### config.mk
export PLATFORM = sky130hd
export DESIGN_NAME = soundrive_i2s
export DESIGN_NICKNAME = d
export VERILOG_FILES = /design/src/rtl/soundrive_i2s.sv
export SDC_FILE = /design/constraint.sdc
export NUM_CORES = 1
export LEC_CHECK = 0
export BUFFER_PORTS_ARGS = -buffer_cell sky130_fd_sc_hd__buf_4
export CORE_MARGIN = 4
export CORE_UTILIZATION = 48
export DETAILED_ROUTE_END_ITERATION = 8
export HOLD_SLACK_MARGIN = 0.03
export PLACE_DENSITY = 0.74
export SLEW_MARGIN = 20
export SYNTH_ARGS = -nofsm -noshare
export SYNTH_HDL_FRONTEND = slang
export SYNTH_SLANG_ARGS = --single-unit
### constraint.sdc
create_clock -name clock -period 2.39 [get_ports clock]
set_clock_uncertainty 0.05 [all_clocks]
set_input_delay 0.239 -clock clock [delete_from_list [all_inputs] [get_ports clock]]
set_output_delay 0.239 -clock clock [all_outputs]
set_load 0.1 [all_outputs]
### src/rtl/soundrive_i2s.sv
// Soundrive DAC mixer and I2S serializer: mixes l1+l2 / r1+r2 into 16-bit PCM and sends one L/R pair per 64-BCLK frame.
// Optional build macro SOUNDRIVE_DSM_EN adds first-order sigma-delta outputs dsm_l / dsm_r.
module soundrive_i2s (
    input  logic       clock,
    input  logic       reset,
    input  logic       ce,
    input  logic [7:0] l1,
    input  logic [7:0] l2,
    input  logic [7:0] r1,
    input  logic [7:0] r2,
    output logic       i2s_bclk,
    output logic       i2s_lrck,
    output logic       i2s_data,
    output logic       sample
`ifdef SOUNDRIVE_DSM_EN
    ,
    output logic       dsm_l,
    output logic       dsm_r
`endif
);

    logic [8:0]  sum_l;
    logic [8:0]  sum_r;
    logic [15:0] pcm_l;
    logic [15:0] pcm_r;

    // Unsigned 9-bit sum; flipping the top bit turns offset-binary into two's complement.
    assign sum_l = {1'b0, l1} + {1'b0, l2};
    assign sum_r = {1'b0, r1} + {1'b0, r2};
    assign pcm_l = {~sum_l[8], sum_l[7:0], 7'b0};
    assign pcm_r = {~sum_r[8], sum_r[7:0], 7'b0};

    logic        bclk_q, bclk_d;
    logic        lrck_q, lrck_d;
    logic        data_q, data_d;
    logic        sample_q, sample_d;
    logic [5:0]  cnt_q, cnt_d;
    logic [15:0] hold_l_q, hold_l_d;
    logic [15:0] hold_r_q, hold_r_d;

    logic [5:0]  cnt_n;
    logic [4:0]  slot_pos;
    logic [4:0]  bit_idx;
    logic [15:0] slot_word;
    logic        slot_bit;

    always_comb begin
        cnt_n     = cnt_q + 6'd1;
        slot_pos  = cnt_n[4:0];
        bit_idx   = 5'd16 - slot_pos;
        slot_word = cnt_n[5] ? hold_r_q : hold_l_q;
        slot_bit  = 1'b0;
        if (slot_pos >= 5'd1 && slot_pos <= 5'd16) begin
            slot_bit = slot_word[bit_idx[3:0]];
        end
    end

    always_comb begin
        bclk_d   = bclk_q;
        lrck_d   = lrck_q;
        data_d   = data_q;
        sample_d = 1'b0;
        cnt_d    = cnt_q;
        hold_l_d = hold_l_q;
        hold_r_d = hold_r_q;
        if (ce) begin
            bclk_d = ~bclk_q;
            // Everything framing-related moves only on the BCLK falling edge.
            if (bclk_q) begin
                cnt_d  = cnt_n;
                lrck_d = cnt_n[5];
                data_d = slot_bit;
                if (cnt_n == 6'd0) begin
                    hold_l_d = pcm_l;
                    hold_r_d = pcm_r;
                    sample_d = 1'b1;
                end
            end
        end
    end

    always_ff @(posedge clock) begin
        if (reset) begin
            bclk_q   <= 1'b0;
            lrck_q   <= 1'b0;
            data_q   <= 1'b0;
            sample_q <= 1'b0;
            cnt_q    <= 6'd0;
            hold_l_q <= 16'h0000;
            hold_r_q <= 16'h0000;
        end else begin
            bclk_q   <= bclk_d;
            lrck_q   <= lrck_d;
            data_q   <= data_d;
            sample_q <= sample_d;
            cnt_q    <= cnt_d;
            hold_l_q <= hold_l_d;
            hold_r_q <= hold_r_d;
        end
    end

    assign i2s_bclk = bclk_q;
    assign i2s_lrck = lrck_q;
    assign i2s_data = data_q;
    assign sample   = sample_q;

`ifdef SOUNDRIVE_DSM_EN
    logic [9:0] acc_l_q, acc_l_d;
    logic [9:0] acc_r_q, acc_r_d;

    // Bit 9 is the carry out of the previous add; it is dropped before the next accumulation.
    always_comb begin
        acc_l_d = {1'b0, acc_l_q[8:0]} + {1'b0, sum_l};
        acc_r_d = {1'b0, acc_r_q[8:0]} + {1'b0, sum_r};
    end

    always_ff @(posedge clock) begin
        if (reset) begin
            acc_l_q <= 10'd0;
            acc_r_q <= 10'd0;
        end else begin
            acc_l_q <= acc_l_d;
            acc_r_q <= acc_r_d;
        end
    end

    assign dsm_l = acc_l_q[9];
    assign dsm_r = acc_r_q[9];
`endif

endmodule
==> metrics, run 1 <==
status completed; Simple-Gate Fraction of Synth Area 21.15%; Crit. End Element flip-flop; Core Area 4029 sq um; DP HPWL 3.240 mm; multi-input logic area 1388 sq um; clk sinks 27; Post-DP Area 2356 sq um; CTS root buf clkbuf_8; CP Class flip-flop to flip-flop; adder-cell area share of the yosys netlist 13.23%; drc violations 0; vias per cell 5.500; register area share after synthesis 26.95%; first-pass GRT wire length 7.093 mm; Synth top area share 26.95%; M1 GR Usage 20.14%; largest net degree at the start of global routing 29; startpoint types flip-flop; gr busiest metal met2; initial antenna violation count 0; Die ar. 5277 sq um; FF/Latch Area 541.8 sq um; Lkg Pwr 1.124 nW; Slew HR 72.26%; setup ws final 0.2435 ns; Max-Cap Viols 0; worst-path fanout max 9; Synth async-reset ratio 0%; Routed Antenna Nets 0; layout cells sized above 1 22.06%; Slew Viols, Final 0; CTS buffer count 3; GR Overflow Total 0; ranking of synthesized cells by area dfxtp_1 27%, ha_1 11%, mux2i_1 9.0%; initial drt markers 101; RSZ-0062 raised after global routing no; most common cell in the netlist nor2_1; Syn. warnings 0; final hold vios 0; total routed wirelength 4.126 mm; CTS tree done; synthesized cell area 2006 sq um; gpl congestion 0.9169; final hold slack 0.1620 ns; Area Overhead vs Synth 19.96%; WP data arrival 2.31 ns; cell taking the most area after synthesis dfxtp_1; post-CTS resize count 0; Post-synth EDFFs 0; PortBufs 38; synthesized net count 288; period utilisation layout 89.81%; VDD IR max 342.6 uV; Final nets 328; drt wl/cell 12.81 microns; IO Count 39; # fillers 389; Tot Pwr 1.007 mW; Die W 72.64 microns; Clock Path Buffers 2; Worst Path Required 2.56 ns; count of final setup violators 0; Initial Util 49.78%; clk slew on worst S/H paths 0.10 ns; Post-CTS Setup Repair Bufs 0; share of synthesized area spent on multiplexers 10.67%; library cells used by synthesis 50; Slew @ Worst Pin 0.4057 ns; post-synthesis compound-gate area fraction 15.41%; clk_lat worst skew 0.28 ns; TNS Setup 0 ns; worst slack at placement 0.1040 ns; xor/xnor cell area share of the yosys netlist 8.734%; pwr dens 418.7 nW/um^2; Rows 23; Post-synth top cells 30 x nor2_1, 27 x dfxtp_1, 18 x ha_1, 18 x mux2i_1, 18 x nand2_1; total global-route track usage 16.49%; Core Util, Final 59.72%; cts-stage hold buffer count 0; fin cells 322; final instance area 2406 sq um; Mapped Cells 233; Synth Register Bits 27; H-tree Lvls 1; DR pass1 iterations 4; largest family of logic cells by synthesized area simple AND/OR/NAND/NOR gates; placed cells 318; vias in the first global route 1649; Die Y 72.64 microns; met3 Track Usage GR 3.306%; met2 usage 29.36%; ys flop type dfxtp_1; HP Class primary input to flip-flop; vias after detailed routing 1771; Avg Cell Area, Syn 8.608 sq um; minimum clock period 2.147 ns; Antenna Cells 0; FMAX 465.9 MHz
-- layout make-up --
class	count	area share (%)
multi-input cells	188	57.67
flip-flops and latches	27	22.52
clock inverters	1	0.3640
well taps	50	2.600
clock buffers	3	1.716
inverters	9	1.404
repair buffers	44	13.73
-- cells by family (layout without fill, tap and decap cells) --
kind of cell / Yosys count / after routing
DFF: 27 / 27
AOI/OAI and AO/OA: 43 / 43
and+or+nand+nor: 84 / 84
buffers and inverters: 18 / 57
muxes: 21 / 21
adders and majority gates: 20 / 20
xor gates and xnor gates: 20 / 20
-- worst max-delay path: stages (launching register included) --
cell	delay [ns]
dfxtp_1	0.60
nand3_4	0.21
nor2_8	0.23
xnor2_1	0.21
nand3_2	0.25
or3b_1	0.40
a21oi_1	0.14
-- state kept, by name, summed over array words and instances, names as in the netlist --
name      count
i2s_bclk      1
hold_r_q      9
hold_l_q      9
cnt_q         5
i2s_data      1
sample        1
i2s_lrck      1
-- final timing paths --
| path | startpoint | endpoint | depth (start not counted) | slack (ns) |
|---|---|---|---|---|
| setup / recovery | cnt_q[2]$_SDFFE_PP0P_ | hold_r_q[13]$_SDFFE_PP0P_ | 6 | 0.24 |
| hold reg to reg | hold_r_q[15]$_SDFFE_PP0P_ | hold_r_q[15]$_SDFFE_PP0P_ | 2 | 0.42 |
| hold / removal | ce | i2s_bclk$_SDFFE_PP0P_ | 3 | 0.16 |
| setup reg to reg | cnt_q[2]$_SDFFE_PP0P_ | hold_r_q[13]$_SDFFE_PP0P_ | 6 | 0.24 |
-- cell usage in the layout, fill, tap and decap left out, drive strengths merged, types with 4 or more instances in the layout --
cell | Yosys | layout
buf | 4 | 44
nor2 | 31 | 31
dfxtp | 27 | 27
nand2 | 18 | 18
mux2i | 18 | 18
ha | 18 | 18
xnor2 | 12 | 12
a21oi | 12 | 12
inv | 9 | 10
nor3 | 9 | 9
xor2 | 8 | 8
nand3 | 8 | 8
o211ai | 4 | 4
nor4 | 4 | 4
-- where the power goes --
group          internal (mW)  leakage (nW)  total (mW)  switching [mW]
combinational          0.133         0.880       0.267           0.134
sequential             0.454         0.218       0.461         0.00721
clock                  0.123        0.0261       0.279           0.157
total                  0.709          1.12        1.01           0.298
-- routing by layer --
layer  routed length [microns]  vias up
met3                       184       10
met2                      2029       48
met1                      1859      794
li1                          -      919
met4                        53        0
met5                         0        -
Power figures use the tool's default switching activity.
==> run 2: changes to the inputs <==
==> constraint.sdc (replaced) <==
create_clock -name clock -period 2.39 [get_ports clock]
set_clock_uncertainty 0.05 [all_clocks]
set_input_delay 0.478 -clock clock [delete_from_list [all_inputs] [get_ports clock]]
set_output_delay 0.478 -clock clock [all_outputs]
set_load 0.1 [all_outputs]
==> metrics, run 2 (synthesized netlist as in run 1, its figures left out) <==
status completed; Post-CTS Setup Repair Bufs 0; Top Registers hold_l_q: 9 flops, hold_r_q: 9 flops, cnt_q: 5 flops; total global-route track usage 17.30%; Die W 72.64 microns; final hold vios 0; Slowest-stage cell, CP dfxtp_1; FF-to-FF setup slack 0.25 ns; Die ar. 5277 sq um; Reg2Reg Depth 7; final hold slack 0.3968 ns; pwr dens 414.7 nW/um^2; Rows 23; Slew @ Worst Pin 0.4430 ns; Die Y 72.64 microns; setup ws final 0.2521 ns; vias in the first global route 1609; most frequent cells in the layout 52 x buf_4, 30 x nor2_1, 26 x dfxtp_1; clk_lat worst skew 0.28 ns; worst-path cell chain inv_1 > ha_1 > and3b_1 > o31ai_1 > xnor2_1 > o2111ai_1 > a31oi_1; Area Overhead vs Synth 22.96%; first-pass GRT wire length 7.383 mm; worst slack at placement -0.03130 ns; initial antenna violation count 0; Tot Pwr 1.023 mW; gpl congestion 0.9465; initial drt markers 130; # fillers 389; vias after detailed routing 1800; CP Class flip-flop to flip-flop; CTS buffer count 3; period utilisation layout 89.45%; IO Count 39; HP Class primary input to flip-flop; worst-path fanout max 7; CTS tree done; largest net degree at the start of global routing 29; DP HPWL 3.342 mm; Final nets 336; PortBufs 38; Max-Cap Viols 0; startpoint types flip-flop; Worst Path Required 2.55 ns; RR Startpoint cnt_q[0]$_SDFFE_PP0P_; Slew HR 69.70%; Initial Util 49.78%; count of final setup violators 0; Worst Setup SP cnt_q[0]$_SDFFE_PP0P_; Antenna Cells 0; drc violations 0; Routed Antenna Nets 0; final instance area 2466 sq um; Post-DP Area 2416 sq um; worst r2r dst i2s_data$_SDFFE_PP0P_; drt wl/cell 12.80 microns; total routed wirelength 4.225 mm; Crit. End Element flip-flop; FMAX 467.7 MHz; TNS Setup 0 ns; Core Area 4029 sq um; WP data arrival 2.30 ns; GR Overflow Total 0; Lkg Pwr 1.163 nW; post-CTS resize count 0; clk sinks 27; layout cells sized above 1 24.29%; H-tree Lvls 1; Clock Path Buffers 2; crit path to i2s_data$_SDFFE_PP0P_; cts-stage hold buffer count 0; DR pass1 iterations 4; Largest stage delay, worst path 0.52 ns; vias per cell 5.455; CTS root buf clkbuf_8; clk slew on worst S/H paths 0.10 ns; VDD IR max 218.1 uV; minimum clock period 2.138 ns; Slew Viols, Final 0; RSZ-0062 raised after global routing no; commonest non-fill, non-tap cell in the layout buf_4
-- run 2: per-stage QoR --
step | cells | utilization [%]
final | 330 | 61.21
after global routing | 330 | 61.21
after CTS | 330 | 61.21
after detailed placement | 326 | 59.97
after global placement | 326 | 59.97
after floorplan | 233 | -
-- run 2: critical path: cells and delay by family, from the launching register on --
family	cells	cell delay [ns]
buffers and inverters	1	0.10
AOI/OAI and AO/OA	3	0.62
DFF	1	0.52
xor gates and xnor gates	1	0.20
and+or+nand+nor	1	0.20
adders and majority gates	1	0.38
-- run 2: layout make-up --
| class | instances | area [sq um] | share of cell area [%] |
|---|---|---|---|
| multi-input combinational | 188 | 1388 | 56.27 |
| sequential | 27 | 541.8 | 21.97 |
| timing repair buffer | 52 | 390.4 | 15.83 |
| tap | 50 | 62.56 | 2.537 |
| clock buffer | 3 | 41.29 | 1.674 |
| inverter | 9 | 33.78 | 1.370 |
| clock inverter | 1 | 8.758 | 0.3551 |
-- run 2: worst min path at each step --
stage / cells past startpoint / slack (ns) / endpoint / from
after floorplan: 2 / 0.38 / hold_r_q[13]$_SDFFE_PP0P_ / hold_r_q[13]$_SDFFE_PP0P_
after global placement: 2 / 0.40 / hold_r_q[13]$_SDFFE_PP0P_ / hold_r_q[13]$_SDFFE_PP0P_
after detailed placement: 2 / 0.40 / hold_r_q[13]$_SDFFE_PP0P_ / hold_r_q[13]$_SDFFE_PP0P_
after CTS: 3 / 0.39 / i2s_bclk$_SDFFE_PP0P_ / ce
after global routing: 3 / 0.40 / i2s_bclk$_SDFFE_PP0P_ / ce
final: 3 / 0.40 / i2s_bclk$_SDFFE_PP0P_ / ce
-- run 2: layer usage --
metal  wire length [microns]  up-vias  GRT usage (%)
met3                     228        5          3.306
met2                    2015       47          28.76
met1                    1941      813          23.34
met5                       0        -              0
met4                      40        0          3.689
li1                        -      935              -
-- run 2: where the power goes --
group          internal (mW)  total [mW]  switching (mW)
sequential             0.454       0.461         0.00749
clock                  0.123       0.278           0.155
combinational          0.146       0.284           0.138
total                  0.722        1.02           0.300
==> run 3: changes to the inputs <==
--- a/config.mk
+++ b/config.mk
@@ -5,12 +5,13 @@
 export SDC_FILE = /design/constraint.sdc
 export NUM_CORES = 1
 export LEC_CHECK = 0
+export ABC_AREA = 1
 export BUFFER_PORTS_ARGS = -buffer_cell sky130_fd_sc_hd__buf_4
 export CORE_MARGIN = 4
-export CORE_UTILIZATION = 48
+export CORE_UTILIZATION = 50
 export DETAILED_ROUTE_END_ITERATION = 8
 export HOLD_SLACK_MARGIN = 0.03
-export PLACE_DENSITY = 0.74
+export PLACE_DENSITY = 0.76
 export SLEW_MARGIN = 20
 export SYNTH_ARGS = -nofsm -noshare
 export SYNTH_HDL_FRONTEND = slang
==> metrics, run 3 <==
largest net degree at the start of global routing 27; pwr dens 532.9 nW/um^2; RSZ-0062 raised after global routing no; total global-route track usage 17.87%; cell taking the most area after synthesis dfxtp_1; vias per cell 5.266; Hold Path End hold_r_q[9]$_SDFFE_PP0P_; clk sinks 27; FMAX 494.0 MHz; synthesized net count 322; DR pass1 iterations 5; vias after detailed routing 1859; final hold vios 0; hold path cells 2; Core Area 3716 sq um; H-tree Lvls 1; Worst Path Required 2.55 ns; TNS Setup 0 ns; PortBufs 38; status completed; combinational power share 39.8%; initial antenna violation count 0; FF-to-FF setup slack 0.37 ns; Post-synth top cells 41 x nand2_1, 34 x nor2_1, 29 x a21oi_1, 27 x dfxtp_1, 25 x inv_1; clk slew on worst S/H paths 0.09 ns; worst r2r dst hold_r_q[8]$_SDFFE_PP0P_; gpl congestion 0.8885; Largest stage delay, worst path 0.43 ns; minimum clock period 2.024 ns; Rows 22; sw frac 35.68%; library cells used by synthesis 31; ys flop type dfxtp_1; Reg2Reg Depth 8; Initial Util 52.46%; Die Y 70.44 microns; total routed wirelength 4.159 mm; Die ar. 4962 sq um; # fillers 381; CP Class flip-flop to flip-flop; worst-path cell chain ha_1 > nand3_1 > xor2_1 > nand2_1 > nor3_4 > buf_4 > o21ai_0 > nor2_1; Slew @ Worst Pin 0.4361 ns; Seq pwr share 39.0%; Routed Antenna Nets 0; startpoint types flip-flop; Synth async-reset ratio 0%; Slew HR 70.56%; DP HPWL 3.357 mm; worst slack at placement 0.2756 ns; worst-path fanout max 26; NetSw 437.7 uW; IO Count 39; count of final setup violators 0; final hold slack 0.3703 ns; WP data arrival 2.18 ns; Synth top area share 27.73%; CTS tree done; Max-Cap Viols 0; commonest non-fill, non-tap cell in the layout nand2_1; Syn. warnings 0; Area Overhead vs Synth 18.10%; Top Registers hold_l_q: 9 flops, hold_r_q: 9 flops, cnt_q: 5 flops; initial drt markers 123; layout cells sized above 1 19.67%; setup ws final 0.3659 ns; ranking of synthesized cells by area dfxtp_1 28%, ha_1 12%, nand2_1 7.9%; Post-CTS Setup Repair Bufs 0; Post-synth EDFFs 0; GR Overflow Total 0; Die W 70.44 microns; Lkg Pwr 1.038 nW; most frequent cells in the layout 41 x nand2_1, 40 x buf_4, 34 x nor2_1; clk_lat worst skew 0.27 ns; Antenna Cells 0; period utilisation layout 84.69%; RR Startpoint cnt_q[1]$_SDFFE_PP0P_; register area share after synthesis 27.73%; Clock Power Share 21.1%; CTS buffer count 3; Worst Min Path Start reset; Pint 789.1 uW; Avg Cell Area, Syn 7.301 sq um; synthesized cell area 1949 sq um; Final nets 361; HP Class primary input to flip-flop; post-CTS resize count 0; Slowest-stage cell, CP dfxtp_1; CTS root buf clkbuf_8; cts-stage hold buffer count 0; first-pass GRT wire length 7.486 mm; Mapped Cells 267; Synth Register Bits 27; Slew Viols, Final 0; Crit. End Element flip-flop; drc violations 0; VDD IR max 226.5 uV; vias in the first global route 1787; drt wl/cell 11.78 microns; most common cell in the netlist nand2_1; Clock Path Buffers 2
[run 3: kinds of logic (layout without fill, tap and decap cells)]
family	Yosys count	after routing	synth area share [%]
AO/OA/AOI/OAI	64	64	19.32
XOR/XNOR	14	14	6.290
flip-flops	27	27	27.73
buffers and inverters	33	71	7.894
adder cells (fa/ha/maj)	20	20	13.61
AND/OR/NAND/NOR	109	109	25.16
[run 3: critical path, delay by kind of cell (launching register included)]
kind / cells / cell delay, ns
simple gates: 4 / 0.58
flops: 1 / 0.43
buf+inv: 1 / 0.30
fa+ha+maj: 1 / 0.28
xor+xnor: 1 / 0.18
compound gates: 1 / 0.15
[run 3: power groups by stage]
stage	clock [mW]	combinational [mW]	sequential (mW)
final	0.259	0.489	0.479
after global routing	0.287	0.569	0.482
after CTS	0.263	0.488	0.480
after detailed placement	0	0.484	0.490
after global placement	0	0.480	0.490
after floorplan	0	0.343	0.512
[run 3: routing by layer]
metal | up-vias | part of all wire [%] | global-route usage, % | wire length (microns)
met1 | 829 | 46 | 22.96 | 1901
met5 | - | 0 | 0 | 0
met2 | 51 | 48 | 31.19 | 2013
li1 | 973 | - | - | -
met4 | 0 | 1.2 | 4.468 | 48
met3 | 6 | 4.7 | 2.446 | 195
[run 3: metrics by stage]
step / power [mW] / area, sq um / util [%] / instances
2_1_floorplan: 0.8555 / 1949 / - / 267
3_3_place_gp: 0.9692 / 2257 / 60.74 / 349
3_5_place_dp: 0.9744 / 2257 / 60.74 / 349
4_1_cts: 1.231 / 2302 / 61.95 / 353
5_1_grt: 1.339 / 2302 / 61.95 / 353
6_report: 1.227 / 2302 / 61.95 / 353
[run 3: how the worst max path moves through the flow]
stage,startpoint,endpoint,depth (start not counted)
5_1_grt,cnt_q[1]$_SDFFE_PP0P_,hold_l_q[10]$_SDFFE_PP0P_,8
3_5_place_dp,r1[0],hold_r_q[13]$_SDFFE_PP0P_,10
4_1_cts,cnt_q[1]$_SDFFE_PP0P_,hold_r_q[8]$_SDFFE_PP0P_,8
2_1_floorplan,i2s_lrck$_SDFFE_PP0P_,hold_l_q[14]$_SDFFE_PP0P_,8
3_3_place_gp,l1[0],hold_l_q[13]$_SDFFE_PP0P_,10
6_report,cnt_q[1]$_SDFFE_PP0P_,hold_r_q[8]$_SDFFE_PP0P_,8
[run 3: layout make-up]
| class | instances | area (sq um) | area share, % |
|---|---|---|---|
| repair buffers | 40 | 300.3 | 13.04 |
| inverters | 27 | 101.3 | 4.402 |
| clock buffers | 4 | 45.04 | 1.957 |
| multi-input cells | 207 | 1255 | 54.51 |
| well taps | 48 | 60.06 | 2.609 |
| flip-flops and latches | 27 | 540.5 | 23.48 |
